==> src/rtl/p3_axis_forwarder_pkg.sv <==
// Shared definitions for the p3 AXI-Stream forwarder:
// FSM encoding and width helpers.
package p3_axis_forwarder_pkg;

  typedef enum logic [2:0] {
    S_IDLE   = 3'd0,
    S_CLAIM  = 3'd1,
    S_LEN    = 3'd2,
    S_STREAM = 3'd3,
    S_DONE   = 3'd4
  } fwd_state_e;

  function automatic int fwd_bytes(input int dw);
    return dw / 8;
  endfunction

  // clog2 that never returns 0, so it can size a vector
  function automatic int fwd_w(input int n);
    return (n > 1) ? $clog2(n) : 1;
  endfunction

endpackage

==> src/rtl/p3_axis_forwarder_skid_fifo.sv <==
// Output skid FIFO for the forwarder: power-of-2 depth,
// head word presented combinationally, zero when empty.
module p3_axis_forwarder_skid_fifo
  import p3_axis_forwarder_pkg::*;
#(
  parameter int WIDTH = 73,
  parameter int DEPTH = 4,
  parameter int CNT_W = fwd_w(DEPTH) + 1
) (
  input  logic             clk,
  input  logic             rst,
  input  logic             wr_en,
  input  logic [WIDTH-1:0] wr_data,
  input  logic             rd_en,
  output logic [WIDTH-1:0] rd_data,
  output logic             empty,
  output logic [CNT_W-1:0] count
);

  localparam int PW = fwd_w(DEPTH);

  logic [WIDTH-1:0] mem [DEPTH];
  logic [PW-1:0]    wp_q, wp_d;
  logic [PW-1:0]    rp_q, rp_d;
  logic [CNT_W-1:0] cnt_q, cnt_d;
  logic             do_wr, do_rd;

  assign empty = (cnt_q == '0);
  assign count = cnt_q;
  assign do_rd = rd_en && !empty;
  assign do_wr = wr_en &&
                 ((cnt_q != CNT_W'(DEPTH)) || do_rd);

  assign rd_data = empty ? '0 : mem[rp_q];

  always_comb begin
    wp_d  = wp_q;
    rp_d  = rp_q;
    cnt_d = cnt_q;
    if (do_wr) wp_d = wp_q + PW'(1);
    if (do_rd) rp_d = rp_q + PW'(1);
    cnt_d = cnt_q + CNT_W'(do_wr) - CNT_W'(do_rd);
  end

  always_ff @(posedge clk) begin
    if (do_wr) mem[wp_q] <= wr_data;
  end

  always_ff @(posedge clk or posedge rst) begin
    if (rst) begin
      wp_q  <= '0;
      rp_q  <= '0;
      cnt_q <= '0;
    end else begin
      wp_q  <= wp_d;
      rp_q  <= rp_d;
      cnt_q <= cnt_d;
    end
  end

endmodule

==> src/rtl/p3_axis_forwarder.sv <==
// Claims a p3 buffer, reads it over the fwd_* port and
// emits it as AXI4-Stream, then releases it via fwd_done.
module p3_axis_forwarder
  import p3_axis_forwarder_pkg::*;
#(
  parameter int SN_FWD_ADDR_WIDTH = 9,
  parameter int DATA_WIDTH        = 64,
  parameter int PLEN_WIDTH        = 32,
  parameter int RD_LAT            = 1,
  parameter int FIFO_DEPTH        = 4
) (
  input  logic                         clk,
  input  logic                         rst,
  input  logic                         rdy_for_fwd,
  output logic                         rdy_for_fwd_ack,
  input  logic [PLEN_WIDTH-1:0]        fwd_byte_len,
  output logic [SN_FWD_ADDR_WIDTH-1:0] fwd_addr,
  output logic                         fwd_rd_en,
  input  logic [DATA_WIDTH-1:0]        fwd_rd_data,
  output logic                         fwd_done,
  input  logic                         fwd_done_ack,
  output logic [DATA_WIDTH-1:0]        m_axis_tdata,
  output logic [DATA_WIDTH/8-1:0]      m_axis_tkeep,
  output logic                         m_axis_tlast,
  output logic                         m_axis_tvalid,
  input  logic                         m_axis_tready,
  output logic [31:0]                  pkt_count
);

  localparam int BYTES = fwd_bytes(DATA_WIDTH);
  localparam int KW    = fwd_w(BYTES);
  localparam int CW    = fwd_w(FIFO_DEPTH) + 1;
  localparam int NW    = SN_FWD_ADDR_WIDTH + 1;
  localparam int LW    = PLEN_WIDTH + 1;
  localparam int FW    = DATA_WIDTH + BYTES + 1;

  localparam logic [LW-1:0] MAXW =
    LW'(2 ** SN_FWD_ADDR_WIDTH);

  fwd_state_e      state_q, state_d;
  logic [NW-1:0]   w_q, w_d;
  logic [NW-1:0]   n_q, n_d;
  logic [KW-1:0]   r_q, r_d;
  logic [CW-1:0]   infl_q, infl_d;
  logic [31:0]     cnt_q, cnt_d;

  logic [RD_LAT-1:0] dv_q, dl_q;
  logic [BYTES-1:0]  dk_q [RD_LAT];

  logic [LW-1:0]    len_ext, words_raw;
  logic             clamp;
  logic             issue, land, pop, w_last;
  logic [BYTES-1:0] keep_i;
  logic [CW:0]      occ;
  logic [CW-1:0]    fifo_cnt;
  logic             fifo_empty;
  logic [FW-1:0]    fifo_in, fifo_out;

  assign len_ext   = {1'b0, fwd_byte_len};
  assign words_raw = (len_ext + LW'(BYTES - 1))
                     / LW'(BYTES);
  assign clamp     = (words_raw > MAXW);

  assign occ   = {1'b0, fifo_cnt} + {1'b0, infl_q};
  assign issue = (state_q == S_STREAM) &&
                 (w_q < n_q) &&
                 (occ < (CW+1)'(FIFO_DEPTH));

  assign w_last = (w_q == n_q - NW'(1));
  assign keep_i = (w_last && r_q != '0) ?
                  ~({BYTES{1'b1}} >> r_q) :
                  {BYTES{1'b1}};

  assign land = dv_q[RD_LAT-1];
  assign pop  = m_axis_tvalid && m_axis_tready;

  assign fifo_in = {fwd_rd_data,
                    dk_q[RD_LAT-1],
                    dl_q[RD_LAT-1]};

  p3_axis_forwarder_skid_fifo #(
    .WIDTH (FW),
    .DEPTH (FIFO_DEPTH),
    .CNT_W (CW)
  ) u_fifo (
    .clk     (clk),
    .rst     (rst),
    .wr_en   (land),
    .wr_data (fifo_in),
    .rd_en   (pop),
    .rd_data (fifo_out),
    .empty   (fifo_empty),
    .count   (fifo_cnt)
  );

  assign m_axis_tvalid = !fifo_empty;
  assign m_axis_tdata  = fifo_out[FW-1 -: DATA_WIDTH];
  assign m_axis_tkeep  = fifo_out[BYTES:1];
  assign m_axis_tlast  = fifo_out[0];

  assign rdy_for_fwd_ack = (state_q == S_CLAIM);
  assign fwd_done        = (state_q == S_DONE);
  assign fwd_rd_en       = issue;
  assign fwd_addr        = issue ?
                           w_q[SN_FWD_ADDR_WIDTH-1:0] : '0;
  assign pkt_count       = cnt_q;

  always_comb begin
    state_d = state_q;
    w_d     = w_q;
    n_d     = n_q;
    r_d     = r_q;
    cnt_d   = cnt_q;
    infl_d  = infl_q + CW'(issue) - CW'(land);
    unique case (state_q)
      S_IDLE: begin
        if (rdy_for_fwd) state_d = S_CLAIM;
      end
      S_CLAIM: begin
        state_d = S_LEN;
      end
      S_LEN: begin
        w_d = '0;
        n_d = clamp ? NW'(MAXW) : NW'(words_raw);
        // truncated packets end on a full word
        r_d = clamp ? '0 :
              KW'(len_ext % LW'(BYTES));
        state_d = (fwd_byte_len == '0) ?
                  S_DONE : S_STREAM;
      end
      S_STREAM: begin
        if (issue) w_d = w_q + NW'(1);
        if (pop && m_axis_tlast) state_d = S_DONE;
      end
      S_DONE: begin
        if (fwd_done_ack) begin
          cnt_d   = cnt_q + 32'd1;
          state_d = S_IDLE;
        end
      end
      default: state_d = S_IDLE;
    endcase
  end

  always_ff @(posedge clk or posedge rst) begin
    if (rst) begin
      state_q <= S_IDLE;
      w_q     <= '0;
      n_q     <= '0;
      r_q     <= '0;
      infl_q  <= '0;
      cnt_q   <= '0;
    end else begin
      state_q <= state_d;
      w_q     <= w_d;
      n_q     <= n_d;
      r_q     <= r_d;
      infl_q  <= infl_d;
      cnt_q   <= cnt_d;
    end
  end

  // beat attributes ride alongside the read latency
  always_ff @(posedge clk or posedge rst) begin
    if (rst) begin
      dv_q <= '0;
      dl_q <= '0;
      for (int i = 0; i < RD_LAT; i++) dk_q[i] <= '0;
    end else begin
      dv_q[0] <= issue;
      dl_q[0] <= issue && w_last;
      dk_q[0] <= keep_i;
      for (int i = 1; i < RD_LAT; i++) begin
        dv_q[i] <= dv_q[i-1];
        dl_q[i] <= dl_q[i-1];
        dk_q[i] <= dk_q[i-1];
      end
    end
  end

endmodule

==> config.mk <==
export PLATFORM = sky130hd
export DESIGN_NAME = p3_axis_forwarder
export DESIGN_NICKNAME = d
export VERILOG_FILES = /design/src/rtl/p3_axis_forwarder_pkg.sv /design/src/rtl/p3_axis_forwarder_skid_fifo.sv /design/src/rtl/p3_axis_forwarder.sv
export SDC_FILE = /design/constraint.sdc
export NUM_CORES = 1
export LEC_CHECK = 0
export BUFFER_PORTS_ARGS = -buffer_cell sky130_fd_sc_hd__clkbuf_2
export CAP_MARGIN = 20
export CORE_ASPECT_RATIO = 1.1
export CORE_MARGIN = 3
export CORE_UTILIZATION = 40
export CTS_BUF_LIST = sky130_fd_sc_hd__clkbuf_2 sky130_fd_sc_hd__clkbuf_4 sky130_fd_sc_hd__clkbuf_8
export DETAILED_ROUTE_END_ITERATION = 10
export SLEW_MARGIN = 10
export SYNTH_ARGS = -nofsm -noshare
export SYNTH_HDL_FRONTEND = slang
export SYNTH_SLANG_ARGS = --single-unit
==> constraint.sdc <==
create_clock -name clk -period 7.4 [get_ports clk]
set_clock_uncertainty 0.15 [all_clocks]
set_input_delay 1.48 -clock clk [delete_from_list [all_inputs] [get_ports clk]]
set_output_delay 1.48 -clock clk [all_outputs]
set_load 0.01 [all_outputs]
==> flow_summary.toml <==
[outcome]
outcome = "completed"

[clocking]
clk_root_buffer_cell = "sky130_fd_sc_hd__clkbuf_8"
clk-insertion-delay-late_ns = 0.59
cts_hold_repair.buffers = 0
cts_buffers = 58
cts-resized-gates = 0
clock_sinks = 370
clock_tree.htree_level_count = 2
post_cts_setup_repair_buffer_count = 0
cts_tree = "built"
cts.reportedPaths.clkPinSlew_ns = 0.06
cts_max_path_buffers = 3

[setup_path]
setup.worst_path.end_class = "output port"
cp_slowest_stage_delay_ns = 0.47
timing.critical_path.slowest_stage_cell = "sky130_fd_sc_hd__dfrtp_1"
start_kind = "register"
critical_path_class = "register to output port"
crit_path_arrival_time_ns = 2.88
worstPathCellList = "ha_1, nor2b_1, o21a_1, o21a_1, o21ai_1, a211oi_1, buf_4, nor2_1, clkbuf_2"
timing.rr.start = "u_fifo.count[1]"
cell_repeated_most_along_the_worst_path = "sky130_fd_sc_hd__o21a_1"
critPathMaxFanout = 18
crit_start = "w_q[1]"
critical_path_required_ns = 5.77
r2r_slack_ns = 4.10

[power]
power_switching_share_pct = 29.7
power.clock.fraction_pct = 28.5
internal-power_uw = 4180
p_per_area_nw_per_um2 = 321
total_switching_power_uw = 1770
combinational_fraction_of_design_power_pct = 28.5
leakagePower_uw = 0.00694
power.ir.vdd_worst_mv = 0.177
pwr-share-seq_pct = 43.0

[yosys]
synthTopCellsByCount = "sky130_fd_sc_hd__edfxtp_1, sky130_fd_sc_hd__and2_1, sky130_fd_sc_hd__dfrtp_1"
syn_nets = 1079
yosysSeqAreaShare_pct = 68.3
avgSynthCellArea_um2 = 16.5
post_synth_top_area_share_pct = 55.9
ys_ff_latch = 370
dominantRegCellSynth = "sky130_fd_sc_hd__edfxtp_1"
synth_most_common_cell = "sky130_fd_sc_hd__edfxtp_1"
async_reset_ff_share_pct = 21.1
synthCells = 953
synth.cell_area_um2 = 15700
ys_top_cells_by_area = "sky130_fd_sc_hd__edfxtp_1, sky130_fd_sc_hd__dfrtp_1, sky130_fd_sc_hd__mux4_2"
yosys.cell_types.count = 65
synth-edff-count = 292
synth-warning-count = 0
synth_top_cell_by_area = "sky130_fd_sc_hd__edfxtp_1"

[place]
place.port_buffers = 218
hpwl_um = 20600
dpl_worst_slack_ns = 3.05
place_congestion = 0.766

[sta]
slew_of_the_pin_with_the_lowest_slew_margin_ns = 0.932
finalCriticalPeriod_ns = 4.51
hold_violations = 0
fin_tns_setup_ns = 0
fin_crit_sh_pct = 61.0
final_critical_path_setup_slack_ns = 2.89
grt_setup_unrepaired = "no"
timing.slew.headroom_pct = 37.9
fmax_mhz = 222
timing.final.max_slew_violations = 0
setup-violations-final = 0

[layout]
fillCellCount = 3345
area_growth_syn_to_layout_pct = 18.3
fin_nets = 1336
finish.utilization_pct = 48.3
share_of_layout_cells_above_drive_strength_1_pct = 33.7
antenna_cells = 0

[floorplanning]
dieWidth_um = 195
placement_rows = 75
placeableCoreArea_um2 = 38500
design.die.area_um2 = 41600
effective_utilization_at_floorplan_pct = 40.8
chipHeight_um = 214
top_level_ports = 219

[route]
totalWireLength_um = 33000
drtIter0Drc = 574
drc_errors = 0
vias_per_cell = 5.10
postRouteAntennaNets = 0
post_drt_wl_per_cell_um = 18.8
drt_first_pass_iters = 5
via_count = 8959

[grt]
track_usage_pct = 15.8
antenna_found_initial = 3
wire_length_of_the_first_global_routing_pass_um = 51900
first_global_vias = 9401
largest_net_degree_at_the_start_of_global_routing = 79
grt_remaining_overflow = 0

[hold_path]
timing.hold.worst.start = "pkt_count[31]"
holdCritPathClass = "register to register"

[run]
cap_violations = 0
[power by group through the flow]
stage               Combinational, uW  Clock [uW]  Sequential, uW
floorplan                        1190           0            2510
global placement                 1650           0            2650
detailed placement               1670           0            2650
CTS                              1670        1770            2610
global route                     1870        1870            2580
finish                           1700        1700            2560
[registers in the layout, summed over array words and instances (netlist names)]
register      cells
dv_q              1
state_q           3
dl_q              1
u_fifo.rp_q       2
r_q               3
n_q              10
w_q              10
u_fifo.mem      292
u_fifo.count      3
u_fifo.wp_q       2
pkt_count        32
dk_q              8
infl_q            3
[worst max-delay path: cells and delay by family (launching register included)]
kind | cells | cell delay [ns]
AO/OA/AOI/OAI | 4 | 0.56
AND/OR/NAND/NOR | 2 | 0.52
flip-flops | 1 | 0.47
buffers and inverters | 2 | 0.41
adder cells (fa/ha/maj) | 1 | 0.32
[through the flow]
step	cells	cell area [um^2]	hold WS, ns	total power [uW]
3_3_place_gp	1647	17300	0.319	4310
6_report	1758	18600	0.328	5950
4_1_cts	1755	18500	0.336	6060
5_1_grt	1758	18600	0.349	6320
2_1_floorplan	953	15700	0.305	3700
3_5_place_dp	1647	17300	0.323	4320
[cells in the final DEF, fill, tap and decap left out, drive strengths merged, types with 15 or more instances in the layout]
master  count
nor2       39
a21oi      15
dfrtp      78
mux4       73
clkinv     23
nor3       15
xnor2      44
xor2       18
edfxtp    292
nand2      45
ha         23
nand4      22
nand3      29
clkbuf    300
and2       86
inv        33
[worst paths after layout]
kind / end / depth (start not counted)
min in group asynchronous: pkt_count[2] / 3
setup / recovery: fwd_rd_en / 9
hold reg to reg: pkt_count[31] / 1
hold / removal: pkt_count[31] / 1
max in group asynchronous: u_fifo.rp_q[1] / 4
setup reg to reg: w_q[9] / 7
[area by class of cell]
type / instances / area (um^2) / share of cell area [%]
flip-flops and latches: 370 / 10700 / 57.8
multi-input cells: 516 / 4700 / 25.3
repair buffers: 231 / 1230 / 6.62
clock buffers: 82 / 991 / 5.34
well taps: 500 / 626 / 3.37
clock inverters: 26 / 171 / 0.923
inverters: 33 / 125 / 0.674
[routing by layer]
metal	vias up	share of wire, %	GRT usage [%]
met5	-	0.082	0
met1	4475	43	21.5
met3	52	6.6	3.49
met2	255	49	25.9
li1	4173	-	-
met4	4	1.8	4.52
[cells by family (layout without fill, tap and decap cells)]
family	Yosys count	count (layout)	share of synthesized area, %
AOI/OAI and AO/OA	66	66	2.99
xor gates and xnor gates	62	62	3.46
adders and majority gates	25	25	2.09
buffers and inverters	67	372	1.82
DFF	370	370	68.3
muxes	76	76	10.7
other	1	1	0.0239
and+or+nand+nor	286	286	10.6
Note: power is estimated with default switching activity, not from simulation.
